[config.mk]
export PLATFORM = sky130hd
export DESIGN_NAME = cdb_arbiter
export DESIGN_NICKNAME = d
export VERILOG_FILES = /design/src/rtl/cdb_arbiter.sv
export SDC_FILE = /design/constraint.sdc
export NUM_CORES = 1
export LEC_CHECK = 0
export BUFFER_PORTS_ARGS = -buffer_cell sky130_fd_sc_hd__buf_2
export CAP_MARGIN = 20
export CORE_ASPECT_RATIO = 0.5
export CORE_MARGIN = 1
export CORE_UTILIZATION = 55
export CTS_CLUSTER_DIAMETER = 100
export DETAILED_ROUTE_END_ITERATION = 8
export GPL_ROUTABILITY_DRIVEN = 0
export PLACE_DENSITY_LB_ADDON = 0.15
export SYNTH_ARGS = -nofsm -noshare
export SYNTH_HDL_FRONTEND = slang
export SYNTH_SLANG_ARGS = --single-unit
export TNS_END_PERCENT = 30
[constraint.sdc]
create_clock -name clk_i -period 3.2 [get_ports clk_i]
set_clock_uncertainty 0.15 [all_clocks]
set_input_delay 0.96 -clock clk_i [delete_from_list [all_inputs] [get_ports clk_i]]
set_output_delay 0.96 -clock clk_i [all_outputs]
set_load 0.03 [all_outputs]
[src/rtl/cdb_arbiter.sv]
// Common data bus producer: per-FU result queues, round-robin pick, one
// registered broadcast per cycle to rename, reservation stations and ROB.
module cdb_arbiter #(
  parameter int NSRC   = 4,
  parameter int DEPTH  = 2,
  parameter int TAG_W  = 5,
  parameter int DATA_W = 32
) (
  input  logic                     clk_i,
  input  logic                     reset_i,
  input  logic                     flush_i,
  input  logic [NSRC-1:0]          req_valid_i,
  output logic [NSRC-1:0]          req_ready_o,
  input  logic [NSRC*TAG_W-1:0]    req_tag_i,
  input  logic [NSRC*DATA_W-1:0]   req_data_i,
  output logic                     cdb_en_o,
  output logic [TAG_W-1:0]         cdb_reg_addr_o,
  output logic [DATA_W-1:0]        cdb_data_o,
  output logic [1:0]               cdb_src_o
);

  localparam int PTR_W = (DEPTH > 1) ? $clog2(DEPTH) : 1;
  localparam int CNT_W = PTR_W + 1;
  localparam int SRC_W = 2;

  logic [TAG_W-1:0]  tag_mem_q  [NSRC][DEPTH];
  logic [TAG_W-1:0]  tag_mem_d  [NSRC][DEPTH];
  logic [DATA_W-1:0] data_mem_q [NSRC][DEPTH];
  logic [DATA_W-1:0] data_mem_d [NSRC][DEPTH];
  logic [PTR_W-1:0]  head_q  [NSRC];
  logic [PTR_W-1:0]  head_d  [NSRC];
  logic [PTR_W-1:0]  tail_q  [NSRC];
  logic [PTR_W-1:0]  tail_d  [NSRC];
  logic [CNT_W-1:0]  count_q [NSRC];
  logic [CNT_W-1:0]  count_d [NSRC];
  logic [SRC_W-1:0]  rr_ptr_q, rr_ptr_d;

  logic              cdb_en_q,   cdb_en_d;
  logic [TAG_W-1:0]  cdb_tag_q,  cdb_tag_d;
  logic [DATA_W-1:0] cdb_data_q, cdb_data_d;
  logic [SRC_W-1:0]  cdb_src_q,  cdb_src_d;

  logic [NSRC-1:0]   push_v;
  logic [NSRC-1:0]   pop_v;
  logic              win_valid;
  logic [SRC_W-1:0]  win_idx;
  logic [SRC_W-1:0]  scan_idx;

  // Handshake: a source transfers on an edge where req_valid_i and
  // req_ready_o are both high; ready looks only at the registered count,
  // so a pop in the same cycle never opens a slot early. Tag 0 completes
  // the handshake but is discarded, since x0 has no consumers.
  always_comb begin
    req_ready_o = '0;
    push_v      = '0;
    for (int i = 0; i < NSRC; i++) begin
      req_ready_o[i] = reset_i & ~flush_i & (count_q[i] < CNT_W'(DEPTH));
      push_v[i]      = req_valid_i[i] & req_ready_o[i] &
                       (req_tag_i[i*TAG_W +: TAG_W] != '0);
    end
  end

  always_comb begin
    win_valid = 1'b0;
    win_idx   = '0;
    scan_idx  = '0;
    for (int i = 0; i < NSRC; i++) begin
      scan_idx = SRC_W'((int'(rr_ptr_q) + i) % NSRC);
      if (!win_valid && (count_q[scan_idx] != '0)) begin
        win_valid = 1'b1;
        win_idx   = scan_idx;
      end
    end
  end

  always_comb begin
    tag_mem_d  = tag_mem_q;
    data_mem_d = data_mem_q;
    head_d     = head_q;
    tail_d     = tail_q;
    count_d    = count_q;
    rr_ptr_d   = rr_ptr_q;
    cdb_en_d   = 1'b0;
    cdb_tag_d  = cdb_tag_q;
    cdb_data_d = cdb_data_q;
    cdb_src_d  = cdb_src_q;
    pop_v      = '0;
    if (flush_i) begin
      for (int i = 0; i < NSRC; i++) begin
        head_d[i]  = '0;
        tail_d[i]  = '0;
        count_d[i] = '0;
      end
    end else begin
      if (win_valid) begin
        pop_v[win_idx] = 1'b1;
        cdb_en_d       = 1'b1;
        cdb_tag_d      = tag_mem_q[win_idx][head_q[win_idx]];
        cdb_data_d     = data_mem_q[win_idx][head_q[win_idx]];
        cdb_src_d      = win_idx;
        rr_ptr_d       = SRC_W'((int'(win_idx) + 1) % NSRC);
      end
      // Pointer arithmetic wraps naturally because DEPTH is a power of two.
      for (int i = 0; i < NSRC; i++) begin
        if (pop_v[i]) begin
          head_d[i] = head_q[i] + 1'b1;
        end
        if (push_v[i]) begin
          tag_mem_d[i][tail_q[i]]  = req_tag_i[i*TAG_W +: TAG_W];
          data_mem_d[i][tail_q[i]] = req_data_i[i*DATA_W +: DATA_W];
          tail_d[i]                = tail_q[i] + 1'b1;
        end
        count_d[i] = count_q[i] + CNT_W'(push_v[i]) - CNT_W'(pop_v[i]);
      end
    end
  end

  always_ff @(posedge clk_i) begin
    if (!reset_i) begin
      for (int i = 0; i < NSRC; i++) begin
        for (int j = 0; j < DEPTH; j++) begin
          tag_mem_q[i][j]  <= '0;
          data_mem_q[i][j] <= '0;
        end
        head_q[i]  <= '0;
        tail_q[i]  <= '0;
        count_q[i] <= '0;
      end
      rr_ptr_q   <= '0;
      cdb_en_q   <= 1'b0;
      cdb_tag_q  <= '0;
      cdb_data_q <= '0;
      cdb_src_q  <= '0;
    end else begin
      tag_mem_q  <= tag_mem_d;
      data_mem_q <= data_mem_d;
      head_q     <= head_d;
      tail_q     <= tail_d;
      count_q    <= count_d;
      rr_ptr_q   <= rr_ptr_d;
      cdb_en_q   <= cdb_en_d;
      cdb_tag_q  <= cdb_tag_d;
      cdb_data_q <= cdb_data_d;
      cdb_src_q  <= cdb_src_d;
    end
  end

  assign cdb_en_o       = cdb_en_q;
  assign cdb_reg_addr_o = cdb_tag_q;
  assign cdb_data_o     = cdb_data_q;
  assign cdb_src_o      = cdb_src_q;

endmodule
# Word-level counts from Yosys, hierarchy flattened
# Index checks and enable logic that the tools add are counted.
# totals
reg_bits	354
out_inout_bits	44
elab_cells	187
# op_classes
add_sub_neg	20
magnitude_cmp	20
muxes	64
bitwise_logic	25
reduce_logical	25
# ops
operator	count
bitwise mux 64 bit	4
2-to-1 mux 32 bit	7
binary-select mux 64 bit (select 2 bit)	1
demux 32 bit (select 1 bit)	4
2-to-1 mux 64 bit	2
bitwise mux 10 bit	4
2-to-1 mux 5 bit	7
2-to-1 mux 2 bit	12
binary-select mux 10 bit (select 2 bit)	1
demux 5 bit (select 1 bit)	4
2-to-1 mux 10 bit	2
nonzero test 5 bit	4
binary-select mux 2 bit (select 2 bit)	4
>= comparator 3 bit, second input constant	5
NOT 2 -> 3 bit	5
AND 1 bit	13
>= comparator 2 bit, second input constant	5
NOT 1 -> 2 bit	5
AND reduction 2 bit	5
adder 1 bit, second input constant	8
adder 2 x 1 -> 2 bit	4
logical AND 1 bit	8
less-than comparator 2 x 1 -> 1 bit, second input constant	4
less-than comparator 2 bit, second input constant	4
13 further kinds	32

# Depth between registers and ports, before layout
# depth
depth_word	23
mapped_depth	13

# Worst setup path after synthesis
# OpenSTA, ideal clock, no wires.
# synth_timing
path_kind	input port to flip-flop
startpoint	in reset_i
endpoint	reg count_q[3] (netlist name)
setup_ps	128
t_arrival_ps	2723
t_required_ps	2922
slack_ps	199
cell_stages	9
path_cell_list	buf_2 -> nor3b_2 -> o211ai_2 -> ha_1 -> inv_1 -> ha_1 -> xor2_1 -> xnor2_1 -> nor2_1
# synth_between
elab_chain_len	6
elab_cells_between_ends	8
# synth_lines
element	line_no	text
start, declared	10	input logic reset_i,
AND 1 bit (2 in series)	57	req_ready_o[i] = reset_i & ~flush_i & (count_q[i] < CNT_W'(DEPTH));
via req_ready_o[2]	13	output logic [NSRC-1:0] req_ready_o,
AND 1 bit (2 in series)	58	push_v[i] = req_valid_i[i] & req_ready_o[i] &
adder 2 x 1 -> 2 bit	113	count_d[i] = count_q[i] + CNT_W'(push_v[i]) - CNT_W'(pop_v[i]);
subtractor 2 x 1 -> 2 bit	113	
end signal, assigned	139	count_q <= count_d;
end, declared	34	logic [CNT_W-1:0] count_q [NSRC];
# The timed path passes the listed nets, and every way through them passes these cells.
# A chain may end at the register's enable or synchronous reset.

# Final worst setup path
# layout_timing
startpoint	reg count_q[7] (netlist name)
endpoint	reg cdb_data_q[12] (netlist: cdb_data_o[12])
# layout_between
elab_chain_len	22
elab_cells_between_ends	42
# layout_lines
element	line_no	text
binary-select mux 2 bit (select 2 bit)	69	if (!win_valid && (count_q[scan_idx] != '0)) begin
2-to-1 mux 2 bit (implied by the code) (2 in series)	69	
nonzero test 2 bit	69	
2-to-1 mux 1 bit	69	
logical NOT 1 bit	69	
logical AND 1 bit	69	
2-to-1 mux 1 bit	69	
logical NOT 1 bit	69	
[... 2 more ...]	--	
logical NOT 1 bit	69	
logical AND 1 bit	69	
2-to-1 mux 2 bit	69	
NOT 2 -> 3 bit (implied by the code)	99	cdb_data_d = data_mem_q[win_idx][head_q[win_idx]];
binary-select mux 1 bit (select 2 bit)	99	
2-to-1 mux 1 bit (implied by the code) (2 in series)	99	
NOT 1 -> 2 bit (implied by the code)	99	
2-to-1 mux 32 bit (implied by the code) (3 in series)	99	
end signal, assigned	143	cdb_data_q <= cdb_data_d;
end, declared	40	logic [DATA_W-1:0] cdb_data_q, cdb_data_d;
# Parallel ways exist; a longest one is shown, timed or not. The select of a mux whose other input is x is not followed.

==> impl_metrics.yaml <==
power_and_ir_drop:
  vdd_ir_drop_max_uv: 436.9
  power.total_mw: 9.617
  clockPowerShare_pct: 41.7
  intPower_mw: 7.232
  combPwrFrac_pct: 10.8
  p_per_area_mw_per_mm2: 518.8
  power_frac_seq_pct: 47.5
  power_switching_mw: 2.385
  p_leak_nw: 6.604
  swShare_pct: 24.80
synth:
  synth_top_cells_by_area: "dfxtp_1 44%, nand2_1 15%, a21boi_1 11%, mux2i_1 7.1%, mux2_2 4.5%"
  synth_top_area_share_pct: 43.90
  syn-cell-area_mm2: 0.01614
  synth_seq_cells: 354
  synth_edf_count: 0
  yosysUniqueCellTypes: 40
  ys_warn_count: 0
  synthArstFlopShare_pct: 0
  synth_ff_type: "dfxtp_1"
  syn_avg_cell_area_um2: 8.802
  yosys.area.top_type: "dfxtp_1"
  postSynthCellCount: 1834
  syn_nets: 2001
  yosysSeqAreaShare_pct: 43.90
final_layout:
  drive_gt1_share_pct: 20.43
  layout_common_cells: "634 x nand2_1, 350 x dfxtp_1, 240 x a21boi_1"
  finalInstanceArea_mm2: 0.01854
  nets: 2136
  area_delta_synth_final_pct: 14.84
  final_cells: 2378
  mostFrequentLayoutCell: "nand2_1"
timing:
  hold_viol: 0
  rsz0062_at_grt: "false"
  slew_headroom_pct: 36.19
  setup_viol: 0
  tightest_slew_ps: 957.1
  finalMaxSlewViolations: 0
  finalCritPeriodShare_pct: 88.29
  setup_slack_ps: 374.8
  max_clock_freq_ghz: 0.3540
  fin_crit_ps: 2825
  setup-tns-final_ps: 0
floorplan:
  coreArea_mm2: 0.02825
  num_io_pins: 199
  die_area_mm2: 0.03008
  num_rows: 43
  start_util_pct: 57.15
  die_w_um: 244.3
  die_h_um: 123.1
worst_setup_path:
  crit_type: "flop to flop"
  start_kind: "flop"
  reg2reg_setup_slack_ps: 370
  crit_arrival_ps: 3150
  timing.rr.end: "cdb_data_o[12]"
  crit_path_end_kind: "flop"
  required_ps: 3530
  reg2reg_from: "count_q[7]"
  cp_max_fo: 38
  r2r_cells: 8
routing:
  vias: 13150
  ant_nets: 0
  dr.pass1.iters: 5
  drtIter0Drc: 937
  wl_per_cell_um: 17.53
  remaining_drc_errors: 0
  vias_per_cell: 5.532
  wl_mm: 41.69
global_routing:
  antenna_found_initial: 4
  grt_pass1_wl_mm: 66.64
  grt_overflow: 0
  grt_max_degree: 245
  track_usage_pct: 27.86
  grt_pass1_vias: 12390
run:
  maxCapViolations: 0
min_path:
  hold_start: "data_mem_q[172]"
  hold_depth: 2
  whs_endpoint: "data_mem_q[172]"
  min_path_type: "flop to flop"
clocking:
  clk_latency_ps: 570
  cts_hold_buf: 0
  clk_pin_slew_ps: 70
  cts_tree: "built"
  cts_buffer_depth: 3
  cts_sinks: 354
  clockRootBuffer: "clkbuf_16"
  cts_max_level: 1
  ctsResizeCount: 0
  post_cts_buffers: 0
  numCtsBuffers: 31
status:
  status: "completed"
place:
  place_hpwl_mm: 28.02
  place_ws_ps: 177.1
  placed_cell_area_mm2: 0.01745
  portBuffers: 198
  numPlacedInstances: 2318
kinds of logic (layout without fill, tap and decap cells):
family,count (synthesis),in the layout,synth area share [%]
buf+inv,152,310,4.565
compound gates,428,428,20.53
mux,188,188,12.46
flops,354,354,43.90
simple gates,688,688,16.96
xor+xnor,12,12,0.6511
fa+ha+maj,12,12,0.9301
other cells,0,4,0
cell type report:
type                       count  area [µm²]
multi-input combinational   1328        8344
timing repair buffer         243        1498
clock buffer                  42       877.1
sequential                   354        7092
antenna                        4       10.01
fill                        2493        9708
clock inverter                14       197.7
tap                          382       478.0
inverter                      11       41.29
through the flow:
step                      utilization (%)  hold slack, ps
after floorplan                         -           281.6
after global placement              61.79           289.3
after detailed placement            61.79           293.3
after CTS                           65.59           303.4
after global routing                65.63           310.3
final                               65.63           300.8
state kept, by name (all words and copies together) (netlist names):
signal / flops
rr_ptr_q: 2
cdb_en_o: 1
count_q: 8
tail_q: 4
cdb_data_o: 32
data_mem_q: 256
head_q: 4
cdb_reg_addr_o: 5
tag_mem_q: 40
cdb_src_o: 2
per-layer routing:
layer / global-route usage, % / up-vias / wire [µm]
li1: - / 6491 / -
met1: 38.29 / 6283 / 19390
met2: 46.29 / 320 / 19340
met3: 3.690 / 60 / 2000
met4: 7.734 / 0 / 959
met5: 0 / - / 0
worst max-delay path by stage:
stage                     end    startpoint  cells past startpoint  slack, ps
6_report       cdb_data_o[12]    count_q[7]                      8        370
4_1_cts        req_ready_o[0]       flush_i                      3        360
3_3_place_gp       count_q[7]  req_tag_i[0]                      9        220
5_1_grt            count_q[7]    count_q[7]                     12        170
3_5_place_dp       count_q[7]  req_tag_i[0]                      9        180
2_1_floorplan      count_q[3]       reset_i                      9        200
critical path: stages (launching register included):
cell	delay (ps)
dfxtp_1	350
nor2_1	280
buf_4	190
o21bai_2	70
o22a_1	350
inv_2	130
buf_4	530
mux2_2	440
o211ai_1	180
cells in the mapped netlist (all sizes together) (2+ instances only):
master and instances:
mux2 74, a31oi 2, buf 62, inv 11
o211ai 78, and2 9, a21oi 7, nand2 634
or4 4, mux2i 114, dfxtp 354, or2 6
o221ai 37, nand2b 5, nor2b 5, o21ai 4
nor2 19, ha 12, clkbuf 79, nor3b 4
xnor2 8, xor2 4, a21boi 296
power by group through the flow:
stage                     Clock (mW)  Combinational (mW)  Sequential (mW)
after global placement             0                1.02             4.66
final                           4.01                1.04             4.57
after global routing            4.25                1.13             4.57
after detailed placement           0                1.03             4.67
after CTS                       4.06                1.03             4.57
after floorplan                    0               0.651             4.67
Note: power is estimated with default switching activity, not from simulation.
